===== config.mk =====
export PLATFORM = sky130hd
export DESIGN_NAME = trng_entropy_arbiter_flat
export DESIGN_NICKNAME = d
export VERILOG_FILES = /design/src/rtl/trng_entropy_arbiter_if.sv /design/src/rtl/trng_entropy_arbiter.sv /design/src/flat_wrapper.sv
export SDC_FILE = /design/constraint.sdc
export NUM_CORES = 1
export LEC_CHECK = 0
export ABC_AREA = 1
export CAP_MARGIN = 20
export CORE_MARGIN = 5
export CORE_UTILIZATION = 50
export DETAILED_ROUTE_END_ITERATION = 8
export DONT_BUFFER_PORTS = 1
export HOLD_SLACK_MARGIN = 0.03
export SLEW_MARGIN = 20
export SYNTH_ARGS = -nofsm -noshare
export SYNTH_HDL_FRONTEND = slang
export SYNTH_SLANG_ARGS = --single-unit
export TNS_END_PERCENT = 50

===== constraint.sdc =====
create_clock -name clk -period 6 [get_ports clk]
set_input_delay 1.2 -clock clk [delete_from_list [all_inputs] [get_ports clk]]
set_output_delay 1.2 -clock clk [all_outputs]
set_load 0.02 [all_outputs]

===== src/rtl/trng_entropy_arbiter_if.sv =====
// Bus bundle for trng_entropy_arbiter: source-side syn/data/ack lanes,
// mixer-side syn/data/ack, the enables and the status flags.
// master = the side that drives the sources/mixer, slave = the arbiter.
interface trng_entropy_arbiter_if #(
  parameter int NUM_SRC = 3
);
  logic                   enable;
  logic [NUM_SRC-1:0]     src_enable;
  logic [NUM_SRC-1:0]     src_syn;
  logic [32*NUM_SRC-1:0]  src_data;
  logic [NUM_SRC-1:0]     src_ack;
  logic                   out_syn;
  logic [31:0]            out_data;
  logic [1:0]             out_src_id;
  logic                   out_ack;
  logic                   busy;
  logic [NUM_SRC-1:0]     src_fault;

  modport master (
    output enable, src_enable, src_syn, src_data, out_ack,
    input  src_ack, out_syn, out_data, out_src_id, busy, src_fault
  );

  modport slave (
    input  enable, src_enable, src_syn, src_data, out_ack,
    output src_ack, out_syn, out_data, out_src_id, busy, src_fault
  );
endinterface


===== src/rtl/trng_entropy_arbiter.sv =====
// trng_entropy_arbiter: round-robin arbiter sharing one TRNG mixer among
// NUM_SRC entropy sources. One word is taken from the next ready, enabled
// source after the last winner, that source is acked with a one-cycle
// pulse, and the word is presented with its source id until the mixer acks.
// Optional starvation watchdog: define TRNG_ENTROPY_ARB_TIMEOUT_EN to build
// per-source idle counters that fault sources silent for TIMEOUT cycles.
module trng_entropy_arbiter #(
  parameter int          NUM_SRC = 3,
  parameter logic [15:0] TIMEOUT = 16'h1000
) (
  input logic                   clk,
  input logic                   reset,
  trng_entropy_arbiter_if.slave bus
);

  typedef enum logic [1:0] {
    IDLE    = 2'd0,
    SELECT  = 2'd1,
    PRESENT = 2'd2
  } state_e;

  state_e             state_q, state_d;
  logic [1:0]         rr_ptr_q, rr_ptr_d;
  logic               out_syn_q, out_syn_d;
  logic [31:0]        out_data_q, out_data_d;
  logic [1:0]         out_src_id_q, out_src_id_d;
  logic [NUM_SRC-1:0] src_ack_q, src_ack_d;
  logic               busy_q, busy_d;

  logic [NUM_SRC-1:0] fault_s;
  logic [NUM_SRC-1:0] cand_s;
  logic               hit_s;
  logic [1:0]         winner_s;
  logic [31:0]        sel_data_s;
  logic [NUM_SRC-1:0] ack_vec_s;

  // Source index reached by stepping 'step' places past ptr, modulo NUM_SRC.
  function automatic logic [1:0] rr_index(input logic [1:0] ptr, input int step);
    int idx;
    idx = int'(ptr) + step;
    if (idx >= NUM_SRC) begin
      idx = idx - NUM_SRC;
    end else begin
      idx = idx;
    end
    return idx[1:0];
  endfunction

  assign cand_s = bus.src_enable & bus.src_syn & ~fault_s;

  // Round-robin search: first candidate after the previous winner.
  always_comb begin
    hit_s    = 1'b0;
    winner_s = 2'd0;
    for (int k = 1; k <= NUM_SRC; k++) begin
      if (!hit_s && cand_s[rr_index(rr_ptr_q, k)]) begin
        hit_s    = 1'b1;
        winner_s = rr_index(rr_ptr_q, k);
      end else begin
        hit_s    = hit_s;
      end
    end
  end

  // Select the winner's word and build its one-hot ack.
  always_comb begin
    sel_data_s = 32'd0;
    ack_vec_s  = '0;
    for (int i = 0; i < NUM_SRC; i++) begin
      if (winner_s == i[1:0]) begin
        sel_data_s   = bus.src_data[32*i +: 32];
        ack_vec_s[i] = 1'b1;
      end else begin
        ack_vec_s[i] = 1'b0;
      end
    end
  end

  // FSM next state and next values of every registered output.
  always_comb begin
    state_d      = state_q;
    rr_ptr_d     = rr_ptr_q;
    out_syn_d    = out_syn_q;
    out_data_d   = out_data_q;
    out_src_id_d = out_src_id_q;
    src_ack_d    = '0;
    if (!bus.enable) begin
      // Global disable wins over everything; a pending word is dropped.
      state_d   = IDLE;
      out_syn_d = 1'b0;
    end else begin
      case (state_q)
        IDLE: begin
          state_d = SELECT;
        end
        SELECT: begin
          if (hit_s) begin
            state_d      = PRESENT;
            out_syn_d    = 1'b1;
            out_data_d   = sel_data_s;
            out_src_id_d = winner_s;
            src_ack_d    = ack_vec_s;
          end else begin
            state_d = SELECT;
          end
        end
        PRESENT: begin
          if (bus.out_ack) begin
            out_syn_d = 1'b0;
            rr_ptr_d  = out_src_id_q;
            state_d   = SELECT;
          end else begin
            state_d = PRESENT;
          end
        end
        default: begin
          state_d   = IDLE;
          out_syn_d = 1'b0;
        end
      endcase
    end
    busy_d = (state_d != IDLE);
  end

  // State and output registers.
  always_ff @(posedge clk or posedge reset) begin
    if (reset) begin
      state_q      <= IDLE;
      rr_ptr_q     <= 2'(NUM_SRC - 1);
      out_syn_q    <= 1'b0;
      out_data_q   <= 32'd0;
      out_src_id_q <= 2'd0;
      src_ack_q    <= '0;
      busy_q       <= 1'b0;
    end else begin
      state_q      <= state_d;
      rr_ptr_q     <= rr_ptr_d;
      out_syn_q    <= out_syn_d;
      out_data_q   <= out_data_d;
      out_src_id_q <= out_src_id_d;
      src_ack_q    <= src_ack_d;
      busy_q       <= busy_d;
    end
  end

`ifdef TRNG_ENTROPY_ARB_TIMEOUT_EN
  logic [15:0]        cnt_q [NUM_SRC];
  logic [15:0]        cnt_d [NUM_SRC];
  logic [NUM_SRC-1:0] fault_q, fault_d;

  // Idle counters: clear on ack or disable, count while enabled, saturate.
  always_comb begin
    for (int i = 0; i < NUM_SRC; i++) begin
      cnt_d[i]   = cnt_q[i];
      fault_d[i] = fault_q[i];
      if (!bus.src_enable[i]) begin
        cnt_d[i]   = 16'd0;
        fault_d[i] = 1'b0;
      end else if (src_ack_d[i]) begin
        cnt_d[i]   = 16'd0;
      end else if (bus.enable) begin
        if (cnt_q[i] >= TIMEOUT) begin
          cnt_d[i] = TIMEOUT;
        end else begin
          cnt_d[i] = cnt_q[i] + 16'd1;
        end
        if (cnt_d[i] == TIMEOUT) begin
          fault_d[i] = 1'b1;
        end else begin
          fault_d[i] = fault_q[i];
        end
      end else begin
        cnt_d[i] = cnt_q[i];
      end
    end
  end

  // Watchdog counter and sticky fault registers.
  always_ff @(posedge clk or posedge reset) begin
    if (reset) begin
      for (int i = 0; i < NUM_SRC; i++) begin
        cnt_q[i] <= 16'd0;
      end
      fault_q <= '0;
    end else begin
      for (int i = 0; i < NUM_SRC; i++) begin
        cnt_q[i] <= cnt_d[i];
      end
      fault_q <= fault_d;
    end
  end

  assign fault_s = fault_q;
`else
  logic unused_timeout_s;
  assign unused_timeout_s = ^TIMEOUT;
  assign fault_s          = '0;
`endif

  assign bus.src_ack    = src_ack_q;
  assign bus.out_syn    = out_syn_q;
  assign bus.out_data   = out_data_q;
  assign bus.out_src_id = out_src_id_q;
  assign bus.busy       = busy_q;
  assign bus.src_fault  = fault_s;

endmodule

===== src/flat_wrapper.sv =====
// flat-port wrapper written by rule: the top's interface ports become plain ports
module trng_entropy_arbiter_flat 
#(
  parameter int          NUM_SRC = 3,
  parameter logic [15:0] TIMEOUT = 16'h1000
)
  (clk, reset, bus_enable, bus_src_enable, bus_src_syn, bus_src_data, bus_out_ack, bus_src_ack, bus_out_syn, bus_out_data, bus_out_src_id, bus_busy, bus_src_fault);
  trng_entropy_arbiter_if #(.NUM_SRC(NUM_SRC)) bus_i ();
  input logic clk;
  input logic reset;
  input wire logic [$bits(bus_i.enable)-1:0] bus_enable;
  input wire logic [$bits(bus_i.src_enable)-1:0] bus_src_enable;
  input wire logic [$bits(bus_i.src_syn)-1:0] bus_src_syn;
  input wire logic [$bits(bus_i.src_data)-1:0] bus_src_data;
  input wire logic [$bits(bus_i.out_ack)-1:0] bus_out_ack;
  output wire logic [$bits(bus_i.src_ack)-1:0] bus_src_ack;
  output wire logic [$bits(bus_i.out_syn)-1:0] bus_out_syn;
  output wire logic [$bits(bus_i.out_data)-1:0] bus_out_data;
  output wire logic [$bits(bus_i.out_src_id)-1:0] bus_out_src_id;
  output wire logic [$bits(bus_i.busy)-1:0] bus_busy;
  output wire logic [$bits(bus_i.src_fault)-1:0] bus_src_fault;
  assign bus_i.enable = bus_enable;
  assign bus_i.src_enable = bus_src_enable;
  assign bus_i.src_syn = bus_src_syn;
  assign bus_i.src_data = bus_src_data;
  assign bus_i.out_ack = bus_out_ack;
  assign bus_src_ack = bus_i.src_ack;
  assign bus_out_syn = bus_i.out_syn;
  assign bus_out_data = bus_i.out_data;
  assign bus_out_src_id = bus_i.out_src_id;
  assign bus_busy = bus_i.busy;
  assign bus_src_fault = bus_i.src_fault;
  trng_entropy_arbiter #(.NUM_SRC(NUM_SRC), .TIMEOUT(TIMEOUT)) u_core (.clk(clk), .reset(reset), .bus(bus_i));
endmodule

==> metrics.md <==
| Metric | Value |
|---|---|
| Comb power frac | around three fifths |
| Post-synth EDFFs | 0 |
| Row count | 27 |
| Internal cell power | around 0.0009 W |
| # Post-CTS Setup Buffers | 0 |
| CORE AREA | about 0.0054 mm^2 |
| FFs w/ async S/R, synth | between 90% and 100% |
| Vias after detailed routing | between 2000 and 2500 |
| CTS Buffer Depth | 2 |
| Die area | just over 0.007 mm^2 |
| Status | finished clean |
| Peak VDD IR | between 0.0004 and 0.0005 V |
| Leak | 1.53 nW |
| WP data required | around 6200 ps |
| CTS Sinks | 43 |
| WS Path Type | flip-flop to flip-flop |
| Starting Density | approximately half |
| Initial antenna violation count | 0 |
| PwrDens | 757 mW/mm^2 |
| Routed len/inst | around 14 um |
| Top-count cell post-synth | nand2_1 |
| Final period util | 47.0% |
| DRT antenna net count | 0 |
| Vias in the first global route | between 2000 and 2500 |
| Starting DRC count in detailed routing | roughly 110 |
| Synth-to-Final Area Change | 1.17% |
| Hold_ws | approximately 530 ps |
| First-pass GRT wire length | between 10 and 15 mm |
| Pre-CTS WS | 2680 ps |
| Layout net count | a little over 500 |
| # hold bufs at CTS | 0 |
| Worst EP arrival | 3010 ps |
| Final worst slack | 3180 ps |
| Max H-tree Level | 2 |
| # DRC | 0 |
| Final hold violations | 0 |
| Reg clk slew, reported paths | around 80 ps |
| Via-to-Cell Ratio | ~5.2 |
| Clk pwr share | under 10% |
| Final Instance Count excl. Fillers | between 400 and 500 |
| Top cell type's share of synthesized area | between 30% and 40% |
| CTS tree | yes |
| Measured slew at the worst slew-check pin | about 900 ps |
| Ys flop type | dfrtp_1 |
| PostCTS Resize Cnt | 0 |
| Overall routing resource usage | around a fifth |
| Psw | roughly 0.0012 W |
| Fin. max-slew vios | 0 |
| IO Port Bufs | 0 |
| Drt first pass iters | 4 |
| Placed Cells | around 470 |
| Netlist cell types | 29 |
| Hold Crit Class | flip-flop to flip-flop |
| Routability cong. | 0.806 |
| Synth cell count leaders | nand2_1 (175), nor2_1 (69), nand3_1 (48) |
| Share of layout cells above drive strength 1 | under 10% |
| Total negative slack | 0 ps |
| RSZ-0062 raised after global routing | no |
| Mapped Cells | 420 |
| Die width | ~84 um |
| Synthesis-stage register bit count | 43 |
| YS warnings | 0 |
| CTS buffer count | 5 |
| Total grt overflow | 0 |
| Cell area after synthesis | 0.00277 mm^2 |
| Worst Setup End Kind | flip-flop |
| # diodes | 0 |
| Switching Share | a little under three fifths |
| Slew margin rel. | between 40 and 50% |
| Final setup vio count | 0 |
| Root buf cell | clkbuf_8 |
| Die H | approximately 84 um |
| Top cells by area, synth | dfrtp_1 (38%), nand2_1 (24%), nor2_1 (9.4%), nand3_1 (8.7%), inv_1 (2.8%) |
| Pin count of the biggest net entering global routing | 64 |
| Fmax | approximately 350 MHz |
| Sequential element share of the synthesized area | 38.9% |
| Max Cap Viol | 0 |
| Clk_lat worst skew | roughly 300 ps |
| Clk_skew | between 6 and 7 ps |
| Area leader, netlist | dfrtp_1 |
| CP max FO | 57 |
| Hpwl dp | between 5 and 6 mm |
| Min Tclk post-route | 2820 ps |
| Share of power burned in registers | between 30% and 40% |
| Crit path launch type | flip-flop |
| WL final | slightly below 7 mm |
| Io pins | about 150 |
| Syn_area_per_cell | around 6.6 um^2 |
==> worst max-delay path, cell delays in order, from the launching register on <==
cell     delay [ps]
dfstp_2         550
inv_1            60
ha_1            480
inv_6           100
nand2_1         100
nand3_2         110
a31oi_4         220
nand2_4         120
inv_2           630
nand3_1         170
nand2_1         100
nand2_1          50
==> cell families after synthesis <==
kind of cell	Yosys count	synth area share (%)
DFF	43	38.9
buffers and inverters	51	9.67
adders and majority gates	3	1.36
AOI/OAI and AO/OA	12	3.30
other	1	0.135
and+or+nand+nor	310	46.6
==> power by group through the flow <==
stage          Clock [W]  Combinational [W]  Sequential [W]
2_1_floorplan          0            0.00117        0.000648
6_report        0.000182            0.00126        0.000682
3_3_place_gp           0            0.00124        0.000694
3_5_place_dp           0            0.00128        0.000689
4_1_cts         0.000188            0.00128        0.000687
5_1_grt         0.000205            0.00148        0.000700
==> state kept, by name, indices dropped and copies added, names as in the netlist <==
signal and count:
u_core.state_q 2, u_core.bus.out_src_id 2, u_core.bus.src_ack 3, u_core.bus.out_syn 1, u_core.rr_ptr_q 2, u_core.bus.out_data 32
u_core.bus.busy 1
==> path summary, 6_finish.rpt <==
| check | to | slack, ps | cells past startpoint | from |
|---|---|---|---|---|
| setup / recovery | u_core.bus.out_data[27]$_DFFE_PP0P_ | 3180 | 11 | u_core.rr_ptr_q[1]$_DFFE_PP1P_ |
| hold / removal | u_core.rr_ptr_q[1]$_DFFE_PP1P_ | 530 | 2 | u_core.rr_ptr_q[1]$_DFFE_PP1P_ |
| setup reg to reg | u_core.bus.out_data[27]$_DFFE_PP0P_ | 3180 | 11 | u_core.rr_ptr_q[1]$_DFFE_PP1P_ |
| hold reg to reg | u_core.rr_ptr_q[1]$_DFFE_PP1P_ | 530 | 2 | u_core.rr_ptr_q[1]$_DFFE_PP1P_ |
| max in group asynchronous | u_core.bus.src_ack[0]$_DFF_PP0_ | 4470 | 1 | reset |
| min in group asynchronous | u_core.bus.out_data[8]$_DFFE_PP0P_ | 950 | 1 | reset |
==> metrics by stage <==
stage | total power (W) | utilization (%) | cell area [um^2]
floorplan | 0.00181 | - | 2780
global placement | 0.00193 | 49.8 | 2710
detailed placement | 0.00197 | 49.8 | 2710
CTS | 0.00215 | 51.4 | 2790
global route | 0.00239 | 51.5 | 2800
finish | 0.00212 | 51.5 | 2800
==> cell usage in the layout, fill, tap and decap left out, types with 2 or more instances in the layout <==
cell type  instances
nand2_1          174
nor2_1            69
nand3_1           48
dfrtp_1           42
inv_1             20
inv_2              7
clkbuf_8           5
nand2_2            3
nand4_1            3
o21ai_0            3
o21bai_1           3
or2_1              3
ha_1               3
conb_1             3
nor2_4             2
o21ai_2            2
nor3_1             2
nand2_4            2
a21oi_1            2
==> layer usage <==
metal  up-vias  global-route usage (%)  routed length [um]
met5         -                       0                   0
met4         0                    6.19                 135
met3        12                    8.15                 706
met2       100                    30.9                3170
met1      1099                    24.7                2940
li1       1256                       -                   -
==> final cells by class <==
cell class	instances	area, um^2
fill	576	2640
multi-input combinational	328	1440
sequential	43	1080
inverter	28	110
tap	72	90.1
clock buffer	6	72.6
clock inverter	2	12.5
No activity file was read; power rests on OpenSTA's default activity.
